File: src/rtl/dram_cycle_arbiter.sv
// DRAM access sequencer: arbitrates refresh, video fetch and CPU cycles onto a shared
// multiplexed-address DRAM and drives RAS/CAS/WE, the address mux and the data strobes.
module dram_cycle_arbiter #(
  parameter int unsigned REFRESH_PERIOD = 64,
  parameter logic [13:0] SCREEN_BASE    = 14'h2000
) (
  input  logic        PIN_CLK,
  input  logic        PIN_R,
  input  logic        cpu_req,
  input  logic        cpu_we,
  input  logic [1:0]  cpu_be,
  input  logic [13:0] cpu_addr,
  output logic        cpu_ack,
  input  logic        vid_req,
  input  logic        vid_frame,
  input  logic [7:0]  scroll,
  output logic [6:0]  dram_a,
  output logic        dram_ras_n,
  output logic [1:0]  dram_cas_n,
  output logic        dram_we_n,
  output logic        lat_en,
  output logic        vid_load,
  output logic        vid_ovr
);

  localparam int unsigned TW = $clog2(REFRESH_PERIOD);

  typedef enum logic [2:0] {StIdle, StRow, StRas, StCol, StCas, StPre} state_e;
  typedef enum logic [1:0] {KindRef, KindVid, KindCpu} kind_e;

  state_e        state;
  kind_e         kind;
  logic [TW-1:0] ref_timer;
  logic          ref_pend;
  logic          vid_pend;
  logic [6:0]    ref_row;
  logic [7:0]    vid_line;
  logic [4:0]    vid_word;
  logic [13:0]   addr;
  logic          we_l;
  logic [1:0]    be_l;

  logic          ref_wrap;
  logic          vid_busy;
  logic          vid_overrun;
  logic          ref_hit;
  logic          vid_hit;
  logic          vid_step;
  logic [7:0]    line_sum;
  logic [13:0]   vid_addr;
  logic          grant;
  kind_e         grant_kind;
  logic [13:0]   grant_addr;

  always_comb begin
    ref_wrap    = (ref_timer == TW'(REFRESH_PERIOD - 1));
    vid_busy    = (kind == KindVid) && (state inside {StRow, StRas, StCol, StCas});
    vid_overrun = vid_req && (vid_pend || vid_busy);
    // Requests arriving on the arbitration clock itself take part in that decision.
    ref_hit     = ref_pend || ref_wrap;
    vid_hit     = vid_pend || (vid_req && !vid_busy);
    vid_step    = (state == StCas) && (kind == KindVid);
    line_sum    = vid_line + scroll;
    vid_addr    = SCREEN_BASE + {1'b0, line_sum, vid_word};

    grant      = 1'b1;
    grant_kind = KindCpu;
    grant_addr = cpu_addr;
    if (ref_hit) begin
      grant_kind = KindRef;
      grant_addr = {7'b0, ref_row};
    end else if (vid_hit) begin
      grant_kind = KindVid;
      grant_addr = vid_addr;
    end else if (!cpu_req) begin
      grant = 1'b0;
    end
  end

  always_ff @(posedge PIN_CLK or posedge PIN_R) begin
    if (PIN_R) begin
      state      <= StIdle;
      kind       <= KindRef;
      ref_timer  <= '0;
      ref_pend   <= 1'b0;
      vid_pend   <= 1'b0;
      ref_row    <= '0;
      vid_line   <= '0;
      vid_word   <= '0;
      addr       <= '0;
      we_l       <= 1'b0;
      be_l       <= 2'b00;
      dram_a     <= '0;
      dram_ras_n <= 1'b1;
      dram_cas_n <= 2'b11;
      dram_we_n  <= 1'b1;
      cpu_ack    <= 1'b0;
      lat_en     <= 1'b0;
      vid_load   <= 1'b0;
      vid_ovr    <= 1'b0;
    end else begin
      ref_timer <= ref_wrap ? '0 : ref_timer + TW'(1);
      if (ref_wrap) ref_pend <= 1'b1;
      // A request that collides with an in-flight video cycle is dropped, not queued.
      if (vid_req && !vid_busy) vid_pend <= 1'b1;

      if (vid_frame) begin
        vid_ovr <= 1'b0;
      end else if (vid_overrun) begin
        vid_ovr <= 1'b1;
      end

      if (vid_frame) begin
        vid_line <= '0;
        vid_word <= '0;
      end else if (vid_step) begin
        vid_word <= vid_word + 5'd1;
        if (vid_word == 5'd31) vid_line <= vid_line + 8'd1;
      end

      cpu_ack  <= 1'b0;
      lat_en   <= 1'b0;
      vid_load <= 1'b0;

      unique case (state)
        StIdle: begin
          if (grant) begin
            state  <= StRow;
            kind   <= grant_kind;
            addr   <= grant_addr;
            we_l   <= cpu_we;
            be_l   <= cpu_be;
            dram_a <= grant_addr[6:0];
            if (grant_kind == KindRef) ref_pend <= 1'b0;
            if (grant_kind == KindVid) vid_pend <= 1'b0;
          end
        end
        StRow: begin
          state      <= StRas;
          dram_ras_n <= 1'b0;
        end
        StRas: begin
          state     <= StCol;
          dram_a    <= addr[13:7];
          dram_we_n <= (kind == KindCpu) ? ~we_l : 1'b1;
        end
        StCol: begin
          state <= StCas;
          if (kind == KindRef) begin
            dram_cas_n <= 2'b11;
          end else if (kind == KindCpu && we_l) begin
            dram_cas_n <= ~be_l;
          end else begin
            dram_cas_n <= 2'b00;
          end
        end
        StCas: begin
          state      <= StPre;
          dram_ras_n <= 1'b1;
          dram_cas_n <= 2'b11;
          dram_we_n  <= 1'b1;
          lat_en     <= (kind == KindCpu) && !we_l;
          vid_load   <= (kind == KindVid);
          cpu_ack    <= (kind == KindCpu);
          if (kind == KindRef) ref_row <= ref_row + 7'd1;
        end
        StPre: begin
          state <= StIdle;
        end
        default: begin
          state <= StIdle;
        end
      endcase
    end
  end

endmodule

File: config.mk
export PLATFORM = sky130hd
export DESIGN_NAME = dram_cycle_arbiter
export DESIGN_NICKNAME = d
export VERILOG_FILES = /design/src/rtl/dram_cycle_arbiter.sv
export SDC_FILE = /design/constraint.sdc
export NUM_CORES = 1
export LEC_CHECK = 0
export CORE_MARGIN = 3
export CORE_UTILIZATION = 54
export DETAILED_ROUTE_END_ITERATION = 16
export PLACE_DENSITY = 0.79
export SYNTH_ARGS = -nofsm -noshare
export SYNTH_HDL_FRONTEND = slang
export SYNTH_SLANG_ARGS = --single-unit
File: constraint.sdc
create_clock -name PIN_CLK -period 2.7 [get_ports PIN_CLK]
set_clock_uncertainty 0.05 [all_clocks]
set_input_delay 0.81 -clock PIN_CLK [delete_from_list [all_inputs] [get_ports PIN_CLK]]
set_output_delay 0.81 -clock PIN_CLK [all_outputs]
set_load 0.05 [all_outputs]
==> run_results.csv <==
group,metric,value,unit
global_route,grt_pass1_wl,10800,µm
min_path,hold_class,"flip-flop to flip-flop",
worst_setup_path,arrival,1.68,ns
placement,gp_congestion,0.906,
global_route,grt_usage,21.8,%
clock_network,cts_tree,"built",
logic_synthesis,async_flop_share,100,%
clock_network,insertion_delay,0.34,ns
worst_setup_path,r2r-start,"state[2]$_DFFE_PP0P_",
clock_network,cts.reportedPaths.clkPinSlew,0.06,ns
worst_setup_path,crit_type,"flip-flop to primary output",
placement,port-buffer-count,44,
worst_setup_path,critPathTopFamily,"buffers and inverters",
detailed_routing,met1Wirelength,3030,µm
finish,drive_gt1_share,12.5,%
global_route,antenna_found_initial,0,
logic_synthesis,synth-seq-cells,58,
sta,fin_crit_sh,94.1,%
detailed_routing,wl_met2,3080,µm
worst_setup_path,crit_end,"dram_cas_n[1]",
worst_setup_path,crit_path_end_kind,"primary output",
worst_setup_path,reg2reg_to,"dram_a[3]$_DFFE_PP0P_",
logic_synthesis,synth_area,0.00314,mm²
sta,final.setup.tns,0,ns
clock_network,hold_buffers,0,
logic_synthesis,netlist_instances,301,
pwr,powerDensity,959,mW/mm²
detailed_routing,drc,0,
finish,num-fill-cells,460,
floorplan,row_count,27,
worst_setup_path,cp.required,1.84,ns
clock_network,cts_buffers,9,
sta,setup_ws,0.160,ns
worst_setup_path,r2r_cells,6,
detailed_routing,wl_per_cell,15.1,µm
logic_synthesis,synth.avg_cell_area,10.4,µm²
worst_setup_path,rrSetupSlack,0.52,ns
floorplan,core_area,0.00557,mm²
placement,dpl_worst_slack,-0.186,ns
worst_setup_path,critPathBufInv,1,
logic_synthesis,yosys_warnings,0,
detailed_routing,dr.pass1.iters,4,
logic_synthesis,synth_edf_count,0,
logic_synthesis,yosysUniqueCellTypes,51,
min_path,hold_start,"addr[7]$_DFFE_PP0P_",
pwr,pwr-share-comb,41.2,%
sta,hold_viol,0,
worst_setup_path,crit_start,"dram_cas_n[1]$_DFFE_PP1P_",
floorplan,die_w,82.2,µm
clock_network,cts.sinks,58,
worst_setup_path,critical_path_depth,1,
pwr,p_sw_share,39.2,%
worst_setup_path,crit_path_max_incr_delay,0.80,ns
global_route,grt_overflow_total,0,
clock_network,max-clock-path-buffers,2,
finish,final_common_cell,"dfrtp_1",
clock_network,clockRootBuffer,"clkbuf_8",
floorplan,ios,45,
detailed_routing,wirelength,6520,µm
sta,worstMarginPinSlew,0.544,ns
floorplan,die_h,82.2,µm
finish,multi_input_area,0.00156,mm²
floorplan,start_util,56.3,%
pwr,power_switching,1.46,mW
finish,final_cell_mix,"dfrtp_1, clkdlybuf4s50_1, nor2_1",
pwr,clock_power_share,21.7,%
finish,n_antenna_cell,0,
clock_network,postCtsSetupBuffers,0,
sta,rsz0062_at_grt,"false",
min_path,holdPathStages,2,
outcome,status,"finished clean",
worst_setup_path,crit_path_start_kind,"flip-flop",
floorplan,fp.dieArea,0.00676,mm²
logic_synthesis,seq_area_frac_synth,46.4,%
sta,setup_viol,0,
pwr,seqPwrFrac,37.2,%
worst_setup_path,critPathMaxFanout,3,
pwr,irDropWorstVdd,0.000471,V
finish,num-nets-final,398,
detailed_routing,vias_per_cell,5.64,
job,max_cap_violations,0,
sta,maxSlewViolCount,0,
sta,min_period,2.54,ns
global_route,grt_start_max_net_pins,45,
finish,regArea,0.00146,mm²
clock_network,cts_resized,0,
worst_setup_path,crit_path_cell_trace,"clkdlybuf4s50_1",
global_route,grt_pass1_vias,2292,
detailed_routing,met3WireLength,233,µm
pwr,leakage,1.72,nW
detailed_routing,topRoutingLayerUsed,"met4",
placement,dp_hpwl,4940,µm
worst_setup_path,slowest_stage,"clkdlybuf4s50_1",
detailed_routing,ant_nets,0,
logic_synthesis,synthFlopType,"dfrtp_1",
finish,syn2layout_area_growth,23.7,%
logic_synthesis,mappedNetlistNets,344,
pwr,internal-power,2.26,mW
detailed_routing,drtIter0Drc,197,
sta,max_freq,0.394,GHz
clock_network,htreeDepth,3,
detailed_routing,num_vias,2438,
sta,relSlewSlack,63.6,%
## Yosys cell counts, types with 5 or more instances
cell,count,area (µm²)
dfrtp_1,54,1350
nor2_1,37,139
nand2_1,21,78.8
o21ai_0,19,95.1
ha_1,12,150
xnor2_1,12,105
xor2_1,12,105
mux2i_1,11,110
and3_1,9,56.3
nand3_1,9,45.0
a31oi_1,8,50.1
a211o_1,7,61.3
a21oi_1,6,30.0
inv_1,6,22.5
buf_2,5,25.0
nand4_1,5,31.3
## registers in the layout (all words and copies together), names as in the netlist, 2 cells and up
register    flops
be_l            2
addr            7
ref_timer       6
vid_word        5
kind            2
ref_row         7
state           3
dram_a          7
vid_line        8
dram_cas_n      2
## metrics by stage
step	cell area, µm²	cells	power (mW)	hold slack, ns	util [%]
4_1_cts	3880	432	3.73	0.437	69.6
3_5_place_dp	3680	416	2.93	0.422	66.1
5_1_grt	3880	432	3.95	0.460	69.6
3_3_place_gp	3680	416	2.89	0.416	66.1
2_1_floorplan	3140	301	2.51	0.396	-
6_report	3880	432	3.72	0.436	69.6
## power groups by stage
stage	Clock [mW]	Sequential (mW)	Combinational [mW]
finish	0.806	1.38	1.53
floorplan	0	1.58	0.923
global route	0.863	1.42	1.67
CTS	0.815	1.38	1.54
global placement	0	1.38	1.51
detailed placement	0	1.39	1.54
## cell families after synthesis
logic type / after synthesis / synth area share, %
xor gates and xnor gates: 24 / 6.70
and+or+nand+nor: 102 / 16.5
muxes: 15 / 4.94
AOI/OAI and AO/OA: 69 / 16.2
buffers and inverters: 20 / 3.79
DFF: 58 / 46.4
adders and majority gates: 13 / 5.42
## worst min path at each step
stage,end
after floorplan,ref_row[6]$_DFFE_PP0P_
after global placement,addr[13]$_DFFE_PP0P_
after detailed placement,addr[7]$_DFFE_PP0P_
after CTS,addr[7]$_DFFE_PP0P_
after global routing,addr[7]$_DFFE_PP0P_
final,addr[7]$_DFFE_PP0P_
## per-layer routing
metal | track usage (%) | up-vias
met3 | 5.86 | 15
li1 | - | 1191
met2 | 33.2 | 50
met4 | 10.3 | 0
met5 | 0 | -
met1 | 28.9 | 1182
## worst register-to-register path: stages (launching register included)
cell and delay, ns:
dfrtp_1 0.52, or3_4 0.46, a31o_1 0.26, buf_4 0.20, mux2i_1 0.12, a211o_1 0.30
a31oi_1 0.17
## final cells by class
type	instances	share of cell area [%]
inverter	6	0.580
clock buffer	13	4.09
sequential	58	37.5
timing repair buffer	57	14.2
clock inverter	3	1.03
multi-input combinational	223	40.3
tap	72	2.32
Note: power is estimated with default switching activity, not from simulation.
